<file path="config.mk">
export PLATFORM = sky130hd
export DESIGN_NAME = tl_bus_arbiter
export DESIGN_NICKNAME = d
export VERILOG_FILES = /design/src/rtl/tl_bus_arbiter_pkg.sv /design/src/rtl/tl_bus_arbiter_rr_pick.sv /design/src/rtl/tl_bus_arbiter.sv
export SDC_FILE = /design/constraint.sdc
export NUM_CORES = 1
export LEC_CHECK = 0
export ABC_AREA = 1
export BUFFER_PORTS_ARGS = -buffer_cell sky130_fd_sc_hd__buf_2
export CORE_MARGIN = 2
export CORE_UTILIZATION = 49
export DETAILED_ROUTE_END_ITERATION = 12
export PLACE_DENSITY = 0.7
export SYNTH_ARGS = -nofsm -noshare
export SYNTH_HDL_FRONTEND = slang
export SYNTH_SLANG_ARGS = --single-unit
</file>
<file path="constraint.sdc">
create_clock -name clock -period 4.21 [get_ports clock]
set_clock_uncertainty 0.15 [all_clocks]
set_input_delay 0.421 -clock clock [delete_from_list [all_inputs] [get_ports clock]]
set_output_delay 0.421 -clock clock [all_outputs]
set_load 0.02 [all_outputs]
</file>
<file path="src/rtl/tl_bus_arbiter_pkg.sv">
// -----------------------------------------------------------------------------
// tl_bus_arbiter_pkg
//   Shared definitions for the A/D bus arbiter: TileLink opcode constants,
//   the arbiter state encoding and the default beat width.
//   No ports (package).
// -----------------------------------------------------------------------------
package tl_bus_arbiter_pkg;

  // A-channel opcodes
  localparam logic [2:0] TL_PUT_FULL    = 3'd0;
  localparam logic [2:0] TL_PUT_PARTIAL = 3'd1;
  localparam logic [2:0] TL_GET         = 3'd4;

  // D-channel opcodes
  localparam logic [2:0] TL_ACK         = 3'd0;
  localparam logic [2:0] TL_ACK_DATA    = 3'd1;

  // Default data beat width in bytes (32-bit bus)
  localparam int TL_BEAT_BYTES = 4;

  typedef enum logic [1:0] {
    ST_IDLE = 2'd0,
    ST_A    = 2'd1,
    ST_D    = 2'd2
  } arb_state_e;

  // True for the two Put flavours, which carry data on the A channel
  function automatic logic opcode_is_put(input logic [2:0] op);
    return (op == TL_PUT_FULL) || (op == TL_PUT_PARTIAL);
  endfunction

endpackage

</file>
<file path="src/rtl/tl_bus_arbiter_rr_pick.sv">
// -----------------------------------------------------------------------------
// rr_pick
//   Combinational one-hot selector. With RR=1 the search starts at 'ptr' and
//   wraps; with RR=0 'ptr' is ignored and the lowest set bit wins.
// Ports
//   req  in  N_REQ  request vector
//   ptr  in  IDXW   round-robin start index
//   gnt  out N_REQ  one-hot winner (zero when no request)
//   idx  out IDXW   binary index of the winner (zero when no request)
// -----------------------------------------------------------------------------
module rr_pick #(
  parameter int N_REQ = 2,
  parameter int RR    = 1,
  parameter int IDXW  = 1
) (
  input  logic [N_REQ-1:0] req,
  input  logic [IDXW-1:0]  ptr,
  output logic [N_REQ-1:0] gnt,
  output logic [IDXW-1:0]  idx
);

  logic            found_s;
  logic [IDXW-1:0] slot_s;

  // Scan the request vector starting at the rotation base, keep the first hit
  always_comb begin
    gnt     = '0;
    idx     = '0;
    found_s = 1'b0;
    slot_s  = '0;
    for (int i = 0; i < N_REQ; i++) begin
      slot_s = (RR != 0) ? IDXW'((int'(ptr) + i) % N_REQ) : IDXW'(i);
      if (!found_s && req[slot_s]) begin
        gnt[slot_s] = 1'b1;
        idx         = slot_s;
        found_s     = 1'b1;
      end else begin
        found_s = found_s;
      end
    end
  end

endmodule

</file>
<file path="src/rtl/tl_bus_arbiter.sv">
// -----------------------------------------------------------------------------
// tl_bus_arbiter
//   Sequencer/arbiter for the shared TileLink-style A/D bus. Picks one
//   requester, drives the registered one-hot A-mux select and holds it through
//   every A beat and the matching D response, one transaction at a time.
// Ports
//   clock             in   1      clock
//   reset             in   1      asynchronous active-high reset
//   io_req_valid      in   N_REQ  raw per-requester A valid
//   io_a_valid        in   1      muxed A valid
//   io_a_ready        in   1      slave A ready
//   io_a_bits_opcode  in   3      muxed A opcode
//   io_a_bits_size    in   32     muxed A size in bytes
//   io_d_valid        in   1      slave D valid
//   io_d_ready        in   1      master D ready
//   io_d_bits_opcode  in   3      D opcode
//   io_d_bits_source  in   1      D source id
//   io_choseOH        out  N_REQ  registered one-hot grant
//   io_busy           out  1      transaction in progress
//   io_err            out  1      one-cycle pulse on an unexpected D beat
// -----------------------------------------------------------------------------
module tl_bus_arbiter
  import tl_bus_arbiter_pkg::*;
#(
  parameter int N_REQ      = 2,
  parameter int BEAT_BYTES = TL_BEAT_BYTES,
  parameter int MAX_BYTES  = 64,
  parameter int RR         = 1
) (
  input  logic             clock,
  input  logic             reset,
  input  logic [N_REQ-1:0] io_req_valid,
  input  logic             io_a_valid,
  input  logic             io_a_ready,
  input  logic [2:0]       io_a_bits_opcode,
  input  logic [31:0]      io_a_bits_size,
  input  logic             io_d_valid,
  input  logic             io_d_ready,
  input  logic [2:0]       io_d_bits_opcode,
  input  logic             io_d_bits_source,
  output logic [N_REQ-1:0] io_choseOH,
  output logic             io_busy,
  output logic             io_err
);

  localparam int IDXW      = (N_REQ > 1) ? $clog2(N_REQ) : 1;
  localparam int MAX_BEATS = MAX_BYTES / BEAT_BYTES;
  localparam int CNTW      = $clog2(MAX_BEATS) + 1;
  localparam int BB_LOG2   = $clog2(BEAT_BYTES);

  // Beats needed for 'size' bytes: ceil(size/BEAT_BYTES), at least one,
  // clamped to the largest transfer. Shift form avoids overflow near 2^32.
  function automatic logic [CNTW-1:0] calc_beats(input logic [31:0] size);
    logic [31:0] q;
    q = (size >> BB_LOG2) +
        (((size & 32'(BEAT_BYTES - 1)) != 32'd0) ? 32'd1 : 32'd0);
    if (q == 32'd0) begin
      return CNTW'(1);
    end else if (q > 32'(MAX_BEATS)) begin
      return CNTW'(MAX_BEATS);
    end else begin
      return q[CNTW-1:0];
    end
  endfunction

  arb_state_e       state_r;
  arb_state_e       state_nxt_s;

  logic [N_REQ-1:0] choseoh_r;
  logic [IDXW-1:0]  grant_idx_r;
  logic [IDXW-1:0]  rr_ptr_r;
  logic [CNTW-1:0]  a_cnt_r;
  logic [CNTW-1:0]  a_total_r;
  logic [CNTW-1:0]  d_cnt_r;
  logic [31:0]      a_size_r;
  logic             err_r;

  logic [N_REQ-1:0] pick_gnt_s;
  logic [IDXW-1:0]  pick_idx_s;
  logic [CNTW-1:0]  a_total_s;
  logic [CNTW-1:0]  d_total_s;
  logic             a_fire_s;
  logic             d_fire_s;
  logic             src_ok_s;
  logic             grant_s;
  logic             a_beat_s;
  logic             a_last_s;
  logic             d_beat_s;
  logic             d_last_s;
  logic             err_s;

  rr_pick #(
    .N_REQ (N_REQ),
    .RR    (RR),
    .IDXW  (IDXW)
  ) u_pick (
    .req (io_req_valid),
    .ptr (rr_ptr_r),
    .gnt (pick_gnt_s),
    .idx (pick_idx_s)
  );

  // State register
  always_ff @(posedge clock or posedge reset) begin
    if (reset) begin
      state_r <= ST_IDLE;
    end else begin
      state_r <= state_nxt_s;
    end
  end

  // Next-state logic
  always_comb begin
    state_nxt_s = state_r;
    case (state_r)
      ST_IDLE: begin
        if (grant_s) begin
          state_nxt_s = ST_A;
        end else begin
          state_nxt_s = ST_IDLE;
        end
      end
      ST_A: begin
        if (a_last_s) begin
          state_nxt_s = ST_D;
        end else begin
          state_nxt_s = ST_A;
        end
      end
      ST_D: begin
        if (d_last_s) begin
          state_nxt_s = ST_IDLE;
        end else begin
          state_nxt_s = ST_D;
        end
      end
      default: state_nxt_s = ST_IDLE;
    endcase
  end

  // Per-state beat decode driving the datapath registers
  always_comb begin
    a_fire_s = io_a_valid & io_a_ready;
    d_fire_s = io_d_valid & io_d_ready;
    src_ok_s = (IDXW'(io_d_bits_source) == grant_idx_r);
    // The A beat total is only known on the first beat; later beats reuse it.
    if (a_cnt_r == '0) begin
      a_total_s = opcode_is_put(io_a_bits_opcode) ? calc_beats(io_a_bits_size)
                                                  : CNTW'(1);
    end else begin
      a_total_s = a_total_r;
    end
    d_total_s = (io_d_bits_opcode == TL_ACK_DATA) ? calc_beats(a_size_r)
                                                  : CNTW'(1);
    grant_s  = 1'b0;
    a_beat_s = 1'b0;
    a_last_s = 1'b0;
    d_beat_s = 1'b0;
    d_last_s = 1'b0;
    err_s    = 1'b0;
    case (state_r)
      ST_IDLE: begin
        grant_s = |io_req_valid;
      end
      ST_A: begin
        a_beat_s = a_fire_s;
        a_last_s = a_fire_s && ((a_cnt_r + CNTW'(1)) == a_total_s);
        // No response may arrive before the request has been fully sent
        err_s    = d_fire_s;
      end
      ST_D: begin
        d_beat_s = d_fire_s && src_ok_s;
        d_last_s = d_beat_s && ((d_cnt_r + CNTW'(1)) == d_total_s);
        err_s    = d_fire_s && !src_ok_s;
      end
      default: begin
        grant_s = 1'b0;
      end
    endcase
  end

  // Grant, round-robin pointer, beat counters, captured size and error pulse
  always_ff @(posedge clock or posedge reset) begin
    if (reset) begin
      choseoh_r   <= '0;
      grant_idx_r <= '0;
      rr_ptr_r    <= '0;
      a_cnt_r     <= '0;
      a_total_r   <= '0;
      d_cnt_r     <= '0;
      a_size_r    <= 32'd0;
      err_r       <= 1'b0;
    end else begin
      err_r <= err_s;
      if (grant_s) begin
        choseoh_r   <= pick_gnt_s;
        grant_idx_r <= pick_idx_s;
      end else if (d_last_s) begin
        choseoh_r <= '0;
        rr_ptr_r  <= (grant_idx_r == IDXW'(N_REQ - 1)) ? '0
                                                       : grant_idx_r + IDXW'(1);
      end
      if (a_beat_s) begin
        if (a_cnt_r == '0) begin
          a_total_r <= a_total_s;
          a_size_r  <= io_a_bits_size;
        end
        a_cnt_r <= a_last_s ? '0 : a_cnt_r + CNTW'(1);
      end
      if (d_beat_s) begin
        d_cnt_r <= d_last_s ? '0 : d_cnt_r + CNTW'(1);
      end
    end
  end

  assign io_choseOH = choseoh_r;
  assign io_busy    = (state_r != ST_IDLE);
  assign io_err     = err_r;

endmodule

</file>
; After elaboration in Yosys (flattened, before gate mapping)
; Cells that the tools add are included.
[totals]
regBits = 54
in_bits = 47
output_inout_bits = 4
wordCells = 91
[op_classes]
add_sub_neg = 6
order_cmp = 6
n_eq_ne = 7
muxes = 37
n_bitwise = 4
n_reduce_logical = 22
[op_table]
columns = op, n
row1 = $logic_not 32->1, 2
row2 = $reduce_bool 32->1, 2
row3 = $add 30x1->31, 2
row4 = $gt 31x5->1 const B, 2
row5 = $mux 5, 9
row6 = $mux 1, 18
row7 = $mux 2, 6
row8 = $add 5x1->5 const B, 2
row9 = $eq 5x5->1, 2
row10 = $logic_and 1x1->1, 7
row11 = $eq 3x1->1 const B, 2
row12 = $pmux 2 s3, 1
row13 = $logic_not 5->1, 1
row14 = $lt 1x2->1 const B, 2
row15 = $reduce_and 2->1, 2
row16 = $reduce_bool 2->1, 2
row17 = $logic_not 3->1, 1
row18 = $add 1x1->1 const B, 2
row19 = $and 1x1->1, 2
row20 = $demux 1 s1, 2
row21 = $eq 2x1->1 const B, 1
row22 = $eq 2x2->1 const B, 1
row23 = $ge 1x1->1 const B, 2
row24 = $logic_not 1->1, 2
row25 = other kinds (7), 7

; Depth between registers and ports, before layout
[depth]
ltp_word = 13
mapped_depth = 26
ltp_nobuf = 26

; Modules after synthesis
; Synthesis repeated with hierarchy kept, for this count alone.
[hier_totals]
cells_unflattened = 888
area_unflattened_um2 = 5311.3
[by_module_without_submodules]
columns = module, n_inst, cells_each, area_each_um2, seq_area_each_um2
row1 = tl_bus_arbiter, 1, 883, 5282.6, 1351.3
row2 = rr_pick, 1, 5, 28.8, 0.0

; Least setup slack after synthesis
; No wires, ideal clock.
[synth_timing]
kind = reg-to-reg
from = register a_size_r[1]
to = register rr_ptr_r
setup_time_ps = 118
t_arrival_ps = 2744
required_time_ps = 3942
path_slack_ps = 1198
stages_incl_launch_ff = 23
n_path_buf = 0
synth_period_minus_slack_ps = 3012
cell_sequence = dfrtp_1 or2_2 ha_1 ha_1 nand2_1 nor2_4 nand2_1 xor2_1 nand3b_1 nor2_1 nand3_1 nor2_1 nand2_1 nor2_8 nand2_1 nand2_1 nand2_1 nor2_2 nand2_1 nor2_2 nand3_2 nand2_1 nand2_1
[synth_via]
elab_chain_len = 11
word_cells_on_any_way = 12
classes_between = add/sub (1) / order compare (1) / eq/ne (1) / mux (5) / reduce/logical (4)
[synth_lines]
columns = element, line_no
row1 = from (decl), tl_bus_arbiter.sv:75  ; logic [31:0] a_size_r;
row2 = from (signal assigned), tl_bus_arbiter.sv:206  ; a_size_r <= io_a_bits_size;
row3 = $reduce_bool 32->1 (*), tl_bus_arbiter.sv:56  ; (((size & 32'(BEAT_BYTES - 1)) != 32'd0) ? 32'd1 : 32'd0);
row4 = $mux 1 (*), tl_bus_arbiter.sv:56
row5 = $add 30x1->31 (*), tl_bus_arbiter.sv:55  ; q = (size >> BB_LOG2) +
row6 = $gt 31x5->1, tl_bus_arbiter.sv:59  ; end else if (q > 32'(MAX_BEATS)) begin
row7 = $mux 5, tl_bus_arbiter.sv:59
row8 = $mux 5 (*), tl_bus_arbiter.sv:57  ; if (q == 32'd0) begin
row9 = $mux 5 (*), tl_bus_arbiter.sv:153  ; d_total_s = (io_d_bits_opcode == TL_ACK_DATA) ? calc_beats(a_size_r)
row10 = $eq 5x5->1 (*), tl_bus_arbiter.sv:173  ; d_last_s = d_beat_s && ((d_cnt_r + CNTW'(1)) == d_total_s);
row11 = $logic_and 1x1->1 (*), tl_bus_arbiter.sv:173
row12 = $mux 1 (*), tl_bus_arbiter.sv:161  ; case (state_r)
row13 = $reduce_and 2->1 (no source line) (*), -
row14 = to (signal assigned), tl_bus_arbiter.sv:200  ; rr_ptr_r <= (grant_idx_r == IDXW'(N_REQ - 1)) ? '0
row15 = to (decl), tl_bus_arbiter.sv:71  ; logic [IDXW-1:0] rr_ptr_r;
; Mark *: on every way between the ends. The rest lies on a longest branch, timed or not.
; A chain may end at the register's enable or synchronous reset.

; Worst setup path in the final report
; Ends and elaborated chain as after synthesis.

==> results by group <==
Global route
  • First-pass GRT wire length: ~22 mm
  • Largest net degree at the start of global routing: 48
  • Initial antenna violation count: 0
  • Number of global-route vias before repair: 4809
  • GRT Total Usage: approximately a quarter
  • Grt ovf: 0

CTS
  • Clk slew on worst S/H paths: 0.11 ns
  • CTS buffer count: 5
  • Clk root buf: clkbuf_8
  • CTS H-tree lvls: 2
  • Post-CTS Resized: 0
  • Hold Buf Count CTS: 1
  • CTS tree: done
  • Clk buf depth: 2
  • Setup Buffers After CTS: 0
  • Later-pin clock latency in the skew report: a little over 0.3 ns
  • Sink Count: 54

Detailed routing
  • ANT nets after route: 0
  • Metal2 WL: 5.481 mm
  • Routed vias: about 5300
  • DRC violations left: 0
  • Wl on met1: 6.277 mm
  • Starting DRT DRC Count: 292
  • Drt total wl: between 10 and 15 mm
  • Wire length on met3: 554 um
  • Drt pass-1 iters: 4
  • Wirelength per Cell: 11.73 um
  • Vias per cell: 4.965
  • Highest routed layer: met4

Die
  • Placement Rows: 37
  • Die height: 107.0 um
  • Initial Utilization: 50.37%
  • Placeable Area: 0.01032 mm2
  • Die footprint: 0.01145 mm2
  • Boundary pin count: 51
  • Die Wd: 107.0 um

Synth
  • Synth Area in Compound Gates: 6.473%
  • Yosys Warn Count: 0
  • Yosys reg bits: 54
  • Syn Inst Count: 885
  • Synth Area in XOR/XNOR: 4.548%
  • Largest family of logic cells by synthesized area: simple AND/OR/NAND/NOR gates
  • Register area share after synthesis: between 20 and 30%
  • Synth unique cells: 34
  • Simple-Gate Fraction of Synth Area: 51.49%
  • Post-synthesis adder-cell area fraction: ~2.6%
  • Mux cell area share after synthesis: 0%
  • Synth Net Count: 943
  • Netlist area before placement: 0.005200 mm2
  • Syn_area_per_cell: ~5.9 um2

Setup path
  • Reg2reg setup slack: 0.85 ns
  • Top fanout value on the critical path: 6
  • Worst Path Arrival: 3.43 ns
  • R2R Path Start: a_size_r[1]$_DFFE_PP0P_
  • Crit Path Class: flip-flop to flip-flop
  • RR Endpoint: rr_ptr_r$_DFFE_PP0P_
  • FF-to-FF path depth: 22
  • Critical Path RT: approximately 4.3 ns
  • CP Capture Type: flip-flop
  • Type of origin of the critical path: flip-flop

Min path
  • Worst Hold Path EP: a_size_r[3]$_DFFE_PP0P_
  • WHS Path Cells: 3
  • Worst hold path type: primary input to flip-flop
  • Hold_sp: io_a_bits_size[3]

STA
  • Worst hold margin: 0.1910 ns
  • Rel. slew slack: 50.79%
  • FMAX: approximately 300 MHz
  • Hold Vio Cnt, Final: 0
  • Final Setup Violations: 0
  • Setup TNS: 0 ns
  • Final period util: 79.74%
  • Count of pins over their slew limit: 0
  • Worst-Margin Slew: between 0.7 and 0.8 ns
  • Fin crit period: 3.357 ns
  • RSZ-0062 raised after global routing: no

Place
  • # port buffers: between 40 and 50
  • GPL Wtd Cong: 0.8957
  • Detailed-placement wirelength estimate: 10.65 mm

Final layout
  • Area grow syn2layout: 9.793%
  • Layout cells sized above 1: 12.82%
  • Antenna cells: 0
  • # nets final: approximately 1000
  • Filler instances: around 1100

Power
  • P per Cell Area: 440.6 mW/mm2
  • Maximum vdd drop: 0.0002233 V
  • Leakage: 2.822 nW

Run status
  • Status: complete, no violations

Flow run
  • Max-Cap Viols: 0
[logic make-up (layout without fill, tap and decap cells)]
kind of cell / count (synthesis) / count (layout)
AND/OR/NAND/NOR: 608 / 608
buffers and inverters: 122 / 173
AO/OA/AOI/OAI: 63 / 63
flip-flops: 54 / 54
XOR/XNOR: 27 / 27
adder cells (fa/ha/maj): 11 / 11
[metrics by stage]
stage                     std cells  area, um2  power (mW)  setup slack (ns)  utilization [%]
after global routing           1072       5709       2.799            0.4441            55.30
after floorplan                 885       5200       1.890             1.198                -
final                          1072       5709       2.515            0.8531            55.30
after detailed placement       1063       5602       2.214            0.7526            54.26
after CTS                      1072       5709       2.528            0.8268            55.30
after global placement         1063       5602       2.200            0.8185            54.26
[cells in the final DEF, fill, tap and decap left out, types with 2 or more instances in the layout]
cell	instances
nand2_1	316
nor2_1	133
inv_1	99
nand3_1	68
dfrtp_1	54
buf_2	49
o21ai_0	37
xor2_1	23
nand4_1	15
nor2_2	15
nor3_1	14
inv_2	12
nand2_2	12
nand3b_1	12
ha_1	11
a21oi_1	10
o21ai_1	8
nor2_4	7
nand3_2	5
clkbuf_8	5
xnor2_1	4
or2_2	3
a31oi_1	3
nand2_4	2
clkinv_1	2
nor3_2	2
o21bai_1	2
buf_4	2
[worst max-delay path by stage]
stage	start	endpoint	slack [ns]	cells after the start
after CTS	a_size_r[1]$_DFFE_PP0P_	rr_ptr_r$_DFFE_PP0P_	0.83	22
after detailed placement	io_a_bits_size[0]	a_cnt_r[2]$_DFFE_PP0P_	0.75	23
after floorplan	a_size_r[1]$_DFFE_PP0P_	rr_ptr_r$_DFFE_PP0P_	1.20	22
final	a_size_r[1]$_DFFE_PP0P_	rr_ptr_r$_DFFE_PP0P_	0.85	22
after global routing	a_size_r[1]$_DFFE_PP0P_	rr_ptr_r$_DFFE_PP0P_	0.44	22
after global placement	io_a_bits_size[0]	a_cnt_r[2]$_DFFE_PP0P_	0.82	23
[per-layer routing]
metal,vias to the layer above,track usage [%]
met5,-,0
met4,0,6.957
met3,14,1.337
met2,122,37.44
met1,2304,34.35
li1,2882,-
[power by group]
part | leakage [nW] | internal [mW] | switching (mW)
Sequential | 0.669 | 0.735 | 0.239
Clock | 0.0506 | 0.125 | 0.179
Combinational | 2.10 | 0.445 | 0.793
[registers in the layout (all words and copies together) (netlist names)]
signal / cells
a_size_r: 32
a_total_r: 5
grant_idx_r: 1
a_cnt_r: 5
rr_ptr_r: 1
d_cnt_r: 5
io_err: 1
io_choseOH: 2
state_r: 2
[critical path: stages, from the launching register on]
cell and delay [ns]:
dfrtp_1 0.39, or2_2 0.30, ha_1 0.21, ha_1 0.24, nand2_1 0.12, nor2_4 0.07
nand2_1 0.13, xor2_1 0.24, nand3b_1 0.10, nor2_1 0.10, nand3_1 0.09, nor2_1 0.09
nand2_1 0.13, nor2_8 0.17, nand2_2 0.07, nand2_1 0.09, nand2_1 0.05, nand2_1 0.05
nand2_1 0.06, nor2_2 0.17, nand3_2 0.10, nand2_1 0.08, nand2_1 0.05
[synthesized netlist by cell type]
master      n  area share [%]
a21oi_1    10            0.96
nor2_8      1            0.39
buf_2       2            0.19
nand2_4     2            0.43
nor2_2     15             1.8
o211ai_1    1            0.14
nand4_1    15             1.8
nand2_1   316              23
a31oi_1     3            0.36
nand2_2    12             1.4
o21bai_1    2            0.29
xor2_1     23             3.9
nor3b_1     1            0.14
nand3_1    68             6.5
nor2_4      6             1.3
xnor2_1     4            0.67
nand3_2     5            0.96
a21oi_2     1            0.17
or2_2       3            0.36
and2_1      1            0.12
o2111a_1    1            0.22
nor3_1     14             1.3
dfrtp_1    54              26
clkbuf_1    7            0.51
nand3b_1   12             1.7
clkinv_1    2            0.14
nor2_1    134             9.7
nand4_2     1            0.24
o21ai_1     8            0.77
inv_2      11            0.79
nor3_2      2            0.39
o21ai_0    37             3.6
ha_1       11             2.6
inv_1     100             7.2
[final cells by class]
class	instances	area (um2)	area share, %
Sequential cell	54	1351	23.67
Timing Repair Buffer	52	270.3	4.734
Inverter	113	424.2	7.429
Multi-Input combinational cell	709	3396	59.48
Clock inverter	3	28.78	0.5041
Tap cell	136	170.2	2.980
Clock buffer	5	68.82	1.205
Power figures use the tool's default switching activity.
